===== src/rtl/irrigation_zone_sequencer_if.sv =====
// Control/status bundle for the irrigation zone sequencer.
// master drives the requests and presets; slave is the sequencer itself.
interface irrigation_zone_sequencer_if #(
    parameter int ZONES = 4
);
    localparam int ZW = (ZONES > 1) ? $clog2(ZONES) : 1;

    logic             start_request;
    logic             forced_reset_from_button;
    logic             irrigation_on;
    logic             conflicting_values;
    logic             splinker_mode_on;
    logic [ZW-1:0]    zone_select;
    logic [3:0]       preset_minutes_d;
    logic [3:0]       preset_minutes_u;
    logic [2:0]       preset_seconds_d;
    logic [3:0]       preset_seconds_u;

    logic [ZONES-1:0] valve_on;
    logic [ZW-1:0]    active_zone;
    logic [3:0]       minutes_d;
    logic [3:0]       minutes_u;
    logic [2:0]       seconds_d;
    logic [3:0]       seconds_u;
    logic             busy;
    logic             cycle_done;
    logic             timer_reset;

    modport master (
        output start_request, forced_reset_from_button, irrigation_on,
               conflicting_values, splinker_mode_on, zone_select,
               preset_minutes_d, preset_minutes_u, preset_seconds_d, preset_seconds_u,
        input  valve_on, active_zone, minutes_d, minutes_u, seconds_d, seconds_u,
               busy, cycle_done, timer_reset
    );

    modport slave (
        input  start_request, forced_reset_from_button, irrigation_on,
               conflicting_values, splinker_mode_on, zone_select,
               preset_minutes_d, preset_minutes_u, preset_seconds_d, preset_seconds_u,
        output valve_on, active_zone, minutes_d, minutes_u, seconds_d, seconds_u,
               busy, cycle_done, timer_reset
    );
endinterface


===== src/rtl/irrigation_zone_sequencer.sv =====
// Irrigation zone sequencer: runs one zone, or all zones in turn, for a BCD
// MM:SS preset each, with immediate abort on operator/sensor inhibit.
module irrigation_zone_sequencer #(
    parameter int ZONES             = 4,
    parameter int CLOCKS_PER_SECOND = 1000
) (
    input logic                     clock,
    input logic                     reset_n,
    irrigation_zone_sequencer_if.slave bus
);
    localparam int ZW = (ZONES > 1) ? $clog2(ZONES) : 1;
    localparam int PW = (CLOCKS_PER_SECOND > 1) ? $clog2(CLOCKS_PER_SECOND) : 1;
    localparam logic [PW-1:0] PS_LAST   = PW'(CLOCKS_PER_SECOND - 1);
    localparam logic [PW-1:0] PS_ONE    = PW'(1);
    localparam logic [ZW-1:0] ZONE_LAST = ZW'(ZONES - 1);
    localparam logic [ZW-1:0] ZONE_ONE  = ZW'(1);

    typedef enum logic [1:0] {IDLE, RUN, NEXT, DONE} state_t;

    state_t        state, state_nx;
    logic [1:0]    rst_pipe;
    logic          rst_ok;
    logic [PW-1:0] presc;
    logic [3:0]    md, mu, su;
    logic [2:0]    sd;
    logic [3:0]    nmd, nmu, nsu;
    logic [2:0]    nsd;
    logic [3:0]    pmd, pmu, psu;
    logic [2:0]    psd;
    logic [ZW-1:0] zone, zone_sel_sat;
    logic          seq_mode;
    logic          abort, tick, cnt_zero, nxt_zero, zone_end, start_ok, preset_nz;

    // Reset release is retimed so the FSM never sees a half-released reset.
    always_ff @(posedge clock or negedge reset_n) begin
        if (!reset_n) rst_pipe <= 2'b00;
        else          rst_pipe <= {rst_pipe[0], 1'b1};
    end
    assign rst_ok = rst_pipe[1];

    assign pmd = bus.preset_minutes_d;
    assign pmu = (bus.preset_minutes_u > 4'd9) ? 4'd9 : bus.preset_minutes_u;
    assign psd = (bus.preset_seconds_d > 3'd5) ? 3'd5 : bus.preset_seconds_d;
    assign psu = (bus.preset_seconds_u > 4'd9) ? 4'd9 : bus.preset_seconds_u;
    assign preset_nz    = |{pmd, pmu, psd, psu};
    assign zone_sel_sat = (bus.zone_select > ZONE_LAST) ? ZONE_LAST : bus.zone_select;

    assign abort    = bus.forced_reset_from_button | ~bus.irrigation_on | bus.conflicting_values;
    assign tick     = (state == RUN) && (presc == PS_LAST);
    assign cnt_zero = ({md, mu, sd, su} == 15'd0);
    assign nxt_zero = ({nmd, nmu, nsd, nsu} == 15'd0);
    // A zero counter still ends the zone, so a zero reload can never stall RUN.
    assign zone_end = tick && (cnt_zero || nxt_zero);
    assign start_ok = rst_ok && bus.start_request && !abort && preset_nz;

    // One-second BCD decrement with borrow chain; only applied when nonzero.
    always_comb begin
        nsu = su - 4'd1;
        nsd = sd;
        nmu = mu;
        nmd = md;
        if (su == 4'd0) begin
            nsu = 4'd9;
            nsd = sd - 3'd1;
            if (sd == 3'd0) begin
                nsd = 3'd5;
                nmu = mu - 4'd1;
                if (mu == 4'd0) begin
                    nmu = 4'd9;
                    nmd = md - 4'd1;
                end
            end
        end
    end

    always_comb begin
        state_nx = state;
        case (state)
            IDLE: if (start_ok) state_nx = RUN;
            RUN:  if (zone_end) state_nx = (seq_mode && zone < ZONE_LAST) ? NEXT : DONE;
            NEXT: state_nx = RUN;
            DONE: state_nx = IDLE;
            default: state_nx = IDLE;
        endcase
        if (abort || !rst_ok) state_nx = IDLE;
    end

    always_ff @(posedge clock or negedge reset_n) begin
        if (!reset_n) state <= IDLE;
        else          state <= state_nx;
    end

    always_ff @(posedge clock or negedge reset_n) begin
        if (!reset_n) begin
            presc    <= '0;
            md       <= '0;
            mu       <= '0;
            sd       <= '0;
            su       <= '0;
            zone     <= '0;
            seq_mode <= 1'b0;
        end else if (state != RUN && state_nx == RUN) begin
            presc <= '0;
            md    <= pmd;
            mu    <= pmu;
            sd    <= psd;
            su    <= psu;
            if (state == IDLE) begin
                seq_mode <= bus.splinker_mode_on;
                zone     <= bus.splinker_mode_on ? '0 : zone_sel_sat;
            end else begin
                zone <= zone + ZONE_ONE;
            end
        end else if (state == RUN && state_nx != IDLE) begin
            presc <= tick ? '0 : presc + PS_ONE;
            if (tick && !cnt_zero) begin
                md <= nmd;
                mu <= nmu;
                sd <= nsd;
                su <= nsu;
            end
        end
    end

    always_comb begin
        bus.valve_on = '0;
        for (int i = 0; i < ZONES; i++)
            bus.valve_on[i] = (state == RUN) && (zone == ZW'(i));
    end

    assign bus.active_zone = zone;
    assign bus.minutes_d   = md;
    assign bus.minutes_u   = mu;
    assign bus.seconds_d   = sd;
    assign bus.seconds_u   = su;
    assign bus.busy        = (state == RUN) || (state == NEXT);
    assign bus.cycle_done  = (state == DONE);
    assign bus.timer_reset = (state != RUN);
endmodule

===== src/flat_wrapper.sv =====
// flat-port wrapper written by rule: the top's interface ports become plain ports
module irrigation_zone_sequencer_flat 
#(
    parameter int ZONES             = 4,
    parameter int CLOCKS_PER_SECOND = 1000
)
  (clock, reset_n, bus_start_request, bus_forced_reset_from_button, bus_irrigation_on, bus_conflicting_values, bus_splinker_mode_on, bus_zone_select, bus_preset_minutes_d, bus_preset_minutes_u, bus_preset_seconds_d, bus_preset_seconds_u, bus_valve_on, bus_active_zone, bus_minutes_d, bus_minutes_u, bus_seconds_d, bus_seconds_u, bus_busy, bus_cycle_done, bus_timer_reset);
  irrigation_zone_sequencer_if #(.ZONES(ZONES)) bus_i ();
  input logic clock;
  input logic reset_n;
  input wire logic [$bits(bus_i.start_request)-1:0] bus_start_request;
  input wire logic [$bits(bus_i.forced_reset_from_button)-1:0] bus_forced_reset_from_button;
  input wire logic [$bits(bus_i.irrigation_on)-1:0] bus_irrigation_on;
  input wire logic [$bits(bus_i.conflicting_values)-1:0] bus_conflicting_values;
  input wire logic [$bits(bus_i.splinker_mode_on)-1:0] bus_splinker_mode_on;
  input wire logic [$bits(bus_i.zone_select)-1:0] bus_zone_select;
  input wire logic [$bits(bus_i.preset_minutes_d)-1:0] bus_preset_minutes_d;
  input wire logic [$bits(bus_i.preset_minutes_u)-1:0] bus_preset_minutes_u;
  input wire logic [$bits(bus_i.preset_seconds_d)-1:0] bus_preset_seconds_d;
  input wire logic [$bits(bus_i.preset_seconds_u)-1:0] bus_preset_seconds_u;
  output wire logic [$bits(bus_i.valve_on)-1:0] bus_valve_on;
  output wire logic [$bits(bus_i.active_zone)-1:0] bus_active_zone;
  output wire logic [$bits(bus_i.minutes_d)-1:0] bus_minutes_d;
  output wire logic [$bits(bus_i.minutes_u)-1:0] bus_minutes_u;
  output wire logic [$bits(bus_i.seconds_d)-1:0] bus_seconds_d;
  output wire logic [$bits(bus_i.seconds_u)-1:0] bus_seconds_u;
  output wire logic [$bits(bus_i.busy)-1:0] bus_busy;
  output wire logic [$bits(bus_i.cycle_done)-1:0] bus_cycle_done;
  output wire logic [$bits(bus_i.timer_reset)-1:0] bus_timer_reset;
  assign bus_i.start_request = bus_start_request;
  assign bus_i.forced_reset_from_button = bus_forced_reset_from_button;
  assign bus_i.irrigation_on = bus_irrigation_on;
  assign bus_i.conflicting_values = bus_conflicting_values;
  assign bus_i.splinker_mode_on = bus_splinker_mode_on;
  assign bus_i.zone_select = bus_zone_select;
  assign bus_i.preset_minutes_d = bus_preset_minutes_d;
  assign bus_i.preset_minutes_u = bus_preset_minutes_u;
  assign bus_i.preset_seconds_d = bus_preset_seconds_d;
  assign bus_i.preset_seconds_u = bus_preset_seconds_u;
  assign bus_valve_on = bus_i.valve_on;
  assign bus_active_zone = bus_i.active_zone;
  assign bus_minutes_d = bus_i.minutes_d;
  assign bus_minutes_u = bus_i.minutes_u;
  assign bus_seconds_d = bus_i.seconds_d;
  assign bus_seconds_u = bus_i.seconds_u;
  assign bus_busy = bus_i.busy;
  assign bus_cycle_done = bus_i.cycle_done;
  assign bus_timer_reset = bus_i.timer_reset;
  irrigation_zone_sequencer #(.ZONES(ZONES), .CLOCKS_PER_SECOND(CLOCKS_PER_SECOND)) u_core (.clock(clock), .reset_n(reset_n), .bus(bus_i));
endmodule

===== config.mk =====
export PLATFORM = sky130hd
export DESIGN_NAME = irrigation_zone_sequencer_flat
export DESIGN_NICKNAME = d
export VERILOG_FILES = /design/src/rtl/irrigation_zone_sequencer_if.sv /design/src/rtl/irrigation_zone_sequencer.sv /design/src/flat_wrapper.sv
export SDC_FILE = /design/constraint.sdc
export NUM_CORES = 1
export LEC_CHECK = 0
export BUFFER_PORTS_ARGS = -buffer_cell sky130_fd_sc_hd__buf_2
export CAP_MARGIN = 25
export CORE_UTILIZATION = 54
export CTS_CLUSTER_DIAMETER = 100
export CTS_CLUSTER_SIZE = 25
export DETAILED_ROUTE_END_ITERATION = 7
export PLACE_DENSITY = 0.79
export REMOVE_ABC_BUFFERS = 1
export SLEW_MARGIN = 20
export SYNTH_ARGS = -nofsm -noshare
export SYNTH_HDL_FRONTEND = slang
export SYNTH_SLANG_ARGS = --single-unit

===== constraint.sdc =====
create_clock -name clock -period 3.2 [get_ports clock]
set_input_delay 0.96 -clock clock [delete_from_list [all_inputs] [get_ports clock]]
set_output_delay 0.96 -clock clock [all_outputs]
set_load 0.01 [all_outputs]

**After elaboration in Yosys (flattened, before gate mapping)**

Cells that the tools add are included.

- Register bits after elaboration: 32
- Input port bits: 24
- Logic and storage cells: 99

- Add/sub/neg operators: 6
- Magnitude comparators: 5
- Equality and inequality tests: 9
- Multiplexer cells: 35
- Bitwise gates (word level): 3
- Reductions and logical operators: 32

Operator list:

| kind | number |
|---|---|
| $mux W4 | 18 |
| $logic_not A15 Y1 | 2 |
| $mux W10 | 3 |
| $mux W3 | 6 |
| $reduce_or A15 Y1 | 1 |
| $logic_and A1 B1 Y1 | 13 |
| $mux W2 | 6 |
| $sub A4 B1 Y4 const B | 3 |
| $add A10 B1 Y10 const B | 1 |
| $eq A10 B10 Y1 const B | 1 |
| $eq A2 B2 Y1 const B | 4 |
| $gt A4 B4 Y1 const B | 2 |
| $logic_not A4 Y1 | 2 |
| $pmux W2 S4 | 1 |
| $eq A2 B1 Y1 const B | 3 |
| $reduce_bool A2 Y1 | 3 |
| $logic_not A2 Y1 | 2 |
| $reduce_and A2 Y1 | 2 |
| $gt A3 B3 Y1 const B | 1 |
| $logic_not A1 Y1 | 3 |
| $logic_not A3 Y1 | 1 |
| $logic_or A1 B1 Y1 | 3 |
| $sub A3 B1 Y3 const B | 1 |
| $add A2 B1 Y2 const B | 1 |
| 6 further kinds | 7 |

**Logic depth before layout (Yosys ltp)**

- Word-level depth: 14
- Gate-level depth with buffers: 11

**Worst setup path after synthesis**

No wires, ideal clock.

- Path type: reg2reg
- From: register u_core.su[0] (netlist: u_core.bus.seconds_u[0])
- To: register u_core.md[0] (netlist: u_core.bus.minutes_d[0])
- Arrival time: 2.840 ns
- Required time: 3.076 ns
- Path slack: 0.236 ns
- Stages on the path, launching flop included: 11
- Period minus slack after synthesis: 2.964 ns
- Cells stage by stage: dfrtp_1 buf_2 or4_4 nor4b_4 mux2i_1 or3_4 a21o_1 and3_1 buf_6 a32o_1 a211o_1

- Longest elaborated chain between the ends: 12
- Elaborated cells on any way between the ends: 25
- Classes of those cells: 1 x add/sub; 1 x eq/ne; 10 x mux; 13 x reduce/logical

RTL lines:

| what | RTL line | text |
|---|---|---|
| from (decl) | irrigation_zone_sequencer.sv:24 | `logic [3:0] md, mu, su;` |
| from (signal assigned) | irrigation_zone_sequencer.sv:107 | `su <= psu;` |
| from (signal assigned) | irrigation_zone_sequencer.sv:120 | `su <= nsu;` |
| $sub A4 B1 Y4 or $logic_not A4 Y1 (tied branches) | irrigation_zone_sequencer.sv:58, irrigation_zone_sequencer.sv:62 |  |
| $mux W4 or $mux W3 (tied branches) | irrigation_zone_sequencer.sv:62 | `if (su == 4'd0) begin` |
| $logic_not A15 Y1 | irrigation_zone_sequencer.sv:51 | `assign nxt_zero = ({nmd, nmu, nsd, nsu} == 15'd0);` |
| $logic_or A1 B1 Y1 | irrigation_zone_sequencer.sv:53 | `assign zone_end = tick && (cnt_zero \|\| nxt_zero);` |
| $logic_and A1 B1 Y1 | irrigation_zone_sequencer.sv:53 |  |
| $mux W2 | irrigation_zone_sequencer.sv:80 | `RUN: if (zone_end) state_nx = (seq_mode && zone < ZONE_LAST) ? NEXT : DONE;` |
| $pmux W2 S4 | irrigation_zone_sequencer.sv:78 | `case (state)` |
| $mux W2 | irrigation_zone_sequencer.sv:85 | `if (abort \|\| !rst_ok) state_nx = IDLE;` |
| $eq A2 B1 Y1 or $reduce_bool A2 Y1 (tied branches) | irrigation_zone_sequencer.sv:102, irrigation_zone_sequencer.sv:114 |  |
| $logic_and A1 B1 Y1 (on tied branches) | irrigation_zone_sequencer.sv:102, irrigation_zone_sequencer.sv:114 |  |
| $reduce_bool A2 Y1 (no source line) | - |  |
| $reduce_and A2 Y1 (no source line) | - |  |
| to (signal assigned) | irrigation_zone_sequencer.sv:104 | `md <= pmd;` |
| to (signal assigned) | irrigation_zone_sequencer.sv:117 | `md <= nmd;` |
| to (decl) | irrigation_zone_sequencer.sv:24 |  |

Several ways; a longest one is shown, not always the timed one. The select of a mux whose other input is x is not followed.
A chain may end at the register's enable or synchronous reset.

**Worst setup path after layout**

- From: register u_core.sd[0] (netlist: u_core.bus.seconds_d[0])
- To: register u_core.sd[2] (netlist: u_core.bus.seconds_d[2])

- Longest elaborated chain between the ends: 13
- Elaborated cells on any way between the ends: 27
- Classes of those cells: 1 x add/sub; 1 x eq/ne; 12 x mux; 13 x reduce/logical

RTL lines:

| what | RTL line | text |
|---|---|---|
| from (decl) | irrigation_zone_sequencer.sv:25 | `logic [2:0] sd;` |
| from (signal assigned) | irrigation_zone_sequencer.sv:106 | `sd <= psd;` |
| from (signal assigned) | irrigation_zone_sequencer.sv:119 | `sd <= nsd;` |
| $sub A3 B1 Y3 or $logic_not A3 Y1 (tied branches) | irrigation_zone_sequencer.sv:64, irrigation_zone_sequencer.sv:65 |  |
| $mux W3 or $mux W4 (tied branches) | irrigation_zone_sequencer.sv:65 | `if (sd == 3'd0) begin` |
| $mux W3 or $mux W4 (tied branches) | irrigation_zone_sequencer.sv:62 |  |
| $logic_not A15 Y1 | irrigation_zone_sequencer.sv:51 |  |
| $logic_or A1 B1 Y1 | irrigation_zone_sequencer.sv:53 |  |
| $logic_and A1 B1 Y1 | irrigation_zone_sequencer.sv:53 |  |
| $mux W2 | irrigation_zone_sequencer.sv:80 |  |
| $pmux W2 S4 | irrigation_zone_sequencer.sv:78 |  |
| $mux W2 | irrigation_zone_sequencer.sv:85 |  |
| $eq A2 B1 Y1 or $reduce_bool A2 Y1 (tied branches) | irrigation_zone_sequencer.sv:102, irrigation_zone_sequencer.sv:114 |  |
| $logic_and A1 B1 Y1 (on tied branches) | irrigation_zone_sequencer.sv:102, irrigation_zone_sequencer.sv:114 |  |
| $reduce_bool A2 Y1 (no source line) | - |  |
| $reduce_and A2 Y1 (no source line) | - |  |

Several ways; a longest one is shown, not always the timed one. The select of a mux whose other input is x is not followed.

==> run_results.csv <==
group,metric,value,unit
run_status,outcome,"finished clean",
routing,routedWlPerCell,18.0,µm
worst_setup_path,crit_path_cell_trace,"nor2_1 > ha_2 > nor2b_4 > nor4b_4 > mux2i_4 > or3_4 > a221o_1 > nand3_4 > nor2_1 > a221oi_2",
die,ios,48,
clock_network,cts.reportedPaths.clkPinSlew,70,ps
clock_network,clockBufferDepth,2,
routing,drt_wl_total,6910,µm
worst_setup_path,cp.buffers_inverters,0,
clock_network,cts-root-buf,"clkbuf_8",
layout,nets,366,
hold_path,hold_class,"register to register",
die,core_area,4120,µm²
die,fp.dieW,68.2,µm
timing,final-setup-viol-count,0,
logic_synthesis,ys.flop_type,"dfrtp_1",
die,die_h,68.2,µm
placement,portBuffers,47,
layout,utilization,69.6,%
clock_network,htreeDepth,2,
layout,fill_cells,337,
logic_synthesis,yosys.cell_types.count,62,
routing,viasPerCell,6.42,
die,start_util,57.5,%
logic_synthesis,synth_seq_area_share,33.9,%
placement,dpl.hpwl,4940,µm
routing,vias,2458,
pwr,powerDensity,483,nW/µm²
worst_setup_path,slowest_stage,"dfrtp_1",
grt,overflow,0,
logic_synthesis,netlist_instances,276,
grt,grt_usage,32.4,%
pwr,peakVddDrop,0.000432,V
routing,drtAntennaViolNets,0,
logic_synthesis,synth-edff-count,0,
worst_setup_path,worstRegToRegCells,10,
logic_synthesis,async_reset_ff_share,100,%
layout,antenna_cells,0,
worst_setup_path,end_kind,"register",
worst_setup_path,rr_startpoint,"u_core.bus.seconds_d[0]$_DFFE_PN0P_",
worst_setup_path,worstSetupStartpointType,"register",
worst_setup_path,required,3390,ps
logic_synthesis,ys_warn_count,0,
hold_path,worstHoldStart,"u_core.rst_pipe[0]$_DFF_PN0_",
run,cap_violations,0,
timing,fmax,0.324,GHz
logic_synthesis,syn_avg_cell_area,8.57,µm²
grt,grt_antenna_before_repair,0,
worst_setup_path,cp_top_family,"simple AND/OR/NAND/NOR gates",
timing,setup_slack,118,ps
hold_path,hold_depth,0,
worst_setup_path,crit_path_frequent_cell,"nor2_1",
worst_setup_path,path_max_fanout,12,
die,row_count,23,
timing,finalHoldViolCount,0,
timing,min_period,3080,ps
worst_setup_path,r2r-end,"u_core.bus.seconds_d[2]$_DFFE_PN0P_",
layout,drive_gt1_share,26.4,%
layout,area_growth,21.1,%
die,die_area,4650,µm²
worst_setup_path,critPathKind,"register to register",
hold_path,min_to,"u_core.rst_pipe[1]$_DFF_PN0_",
layout,final_cell_mix,"47 x buf_2, 32 x dfrtp_1, 21 x nand2_1, 20 x o21ai_0, 19 x a21oi_1",
grt,grt_pass1_wl,11000,µm
timing,skew,4.54,ps
clock_network,cts_tree,"built",
layout,final_common_cell,"buf_2",
grt,grt_max_degree,33,
clock_network,cts_buffers,5,
placement,dp_cells,372,
timing,hold_slack,359,ps
pwr,p_leak,1.30,nW
worst_setup_path,slowest_delay,450,ps
timing,slew_headroom,49.3,%
timing,timing.final.crit_share,96.3,%
clock_network,holdBufCountCts,0,
clock_network,cts.sinks,32,
grt,grt_pass1_vias,2266,
worst_setup_path,cp.arrival,3280,ps
routing,firstDrtPassIters,8,
logic_synthesis,syn_area,2360,µm²
logic_synthesis,yosys_register_bits,32,
worst_setup_path,rrSetupSlack,120,ps
routing,drcViolationCount,0,
clock_network,clk_latency,300,ps
timing,worst_slew_pin_slew,761,ps
placement,pre_cts_ws,-70.2,ps
timing,slew_viol_final,0,
routing,initialDrtViolationCount,294,
layout,layout.cells.non_filler,383,
placement,place_congestion,0.985,
-- cell usage after synthesis, types with 2 or more instances --
master    count  area [µm²]
dfrtp_1      32         801
nand2_1      21        78.8
o21ai_0      20         100
a21oi_1      19        95.1
inv_1        17        63.8
nand3_1      15        75.1
nor2_1       15        56.3
nor3_1       13        65.1
ha_1         10         125
and3_1        8        50.1
nor2b_1       6        37.5
nor4_1        6        37.5
a31oi_1       5        31.3
and2_1        5        31.3
buf_2         5        25.0
nand2b_1      5        31.3
buf_6         4        45.0
o22ai_1       4        25.0
a22o_1        3        26.3
clkbuf_1      3        11.3
mux2i_1       3        30.0
o211ai_1      3        22.5
or3_1         3        18.8
a21o_1        2        15.0
a221oi_1      2        17.5
a221oi_2      2        30.0
nand4_1       2        12.5
nor3b_1       2        15.0
nor4bb_1      2        20.0
o211a_1       2        20.0
o21ai_1       2        10.0
o32a_1        2        20.0
o32ai_1       2        17.5
or2_2         2        12.5
xor2_1        2        17.5
-- cells by family after synthesis --
group | share of synthesized area, %
xor+xnor | 1.11
other cells | 0.159
compound gates | 24.7
buf+inv | 6.14
mux | 1.27
fa+ha+maj | 5.29
simple gates | 27.5
flops | 33.9
-- final cells by class --
| type | count | area [µm²] | area share [%] |
|---|---|---|---|
| inverter | 17 | 63.8 | 2.23 |
| sequential | 32 | 801 | 28.0 |
| tap | 50 | 62.6 | 2.18 |
| clock buffer | 6 | 72.6 | 2.53 |
| clock inverter | 2 | 35.0 | 1.22 |
| multi-input combinational | 215 | 1490 | 52.0 |
| timing repair buffer | 61 | 340 | 11.9 |
-- how the worst max path moves through the flow --
| stage | end | cells after the start | startpoint | slack [ps] |
|---|---|---|---|---|
| 2_1_floorplan | u_core.presc[2]$_DFFE_PN0P_ | 7 | u_core.bus.seconds_u[1]$_DFFE_PN0P_ | 80 |
| 3_3_place_gp | u_core.presc[6]$_DFFE_PN0P_ | 10 | u_core.bus.seconds_d[0]$_DFFE_PN0P_ | -0.7 |
| 3_5_place_dp | u_core.bus.seconds_d[0]$_DFFE_PN0P_ | 10 | u_core.bus.seconds_d[0]$_DFFE_PN0P_ | -70 |
| 4_1_cts | u_core.bus.seconds_d[0]$_DFFE_PN0P_ | 11 | u_core.bus.seconds_d[0]$_DFFE_PN0P_ | 30 |
| 5_1_grt | u_core.bus.seconds_d[2]$_DFFE_PN0P_ | 10 | u_core.bus.minutes_d[1]$_DFFE_PN0P_ | -40 |
| 6_report | u_core.bus.seconds_d[2]$_DFFE_PN0P_ | 10 | u_core.bus.seconds_d[0]$_DFFE_PN0P_ | 120 |
-- metrics by stage --
step / instance area (µm²) / setup TNS, ps / total power (W)
2_1_floorplan: 2280 / 0 / 0.000772
3_3_place_gp: 2660 / -0.673 / 0.000940
3_5_place_dp: 2660 / -277 / 0.000949
4_1_cts: 2790 / 0 / 0.00135
5_1_grt: 2860 / -68.8 / 0.00145
6_report: 2860 / 0 / 0.00138
-- timing repair --
item,CTS,global route
pin swaps,0,2
setup endpoints to repair,19,25
buffers inserted,1,2
gates resized for setup,2,9
-- registers in the layout, summed over array words and instances, names as in the netlist --
register                count
u_core.bus.minutes_u        4
u_core.rst_pipe             2
u_core.bus.seconds_u        4
u_core.bus.active_zone      2
u_core.seq_mode             1
u_core.bus.minutes_d        4
u_core.state                2
u_core.bus.seconds_d        3
u_core.presc               10
-- layer usage --
layer  wire (µm)  vias up  track usage, %
li1            -     1146               -
met1        2960     1146            42.9
met2        3170      140            50.7
met3         562       26            6.67
met4         211        0            13.5
met5           0        -               0
-- report_power, final --
| group | leakage (nW) | switching, W | total, W | internal (W) |
|---|---|---|---|---|
| Combinational | 0.842 | 0.000251 | 0.000443 | 0.000191 |
| Sequential | 0.407 | 0.0000767 | 0.000541 | 0.000464 |
| Clock | 0.0552 | 0.000169 | 0.000400 | 0.000231 |
Power figures use the tool's default switching activity.
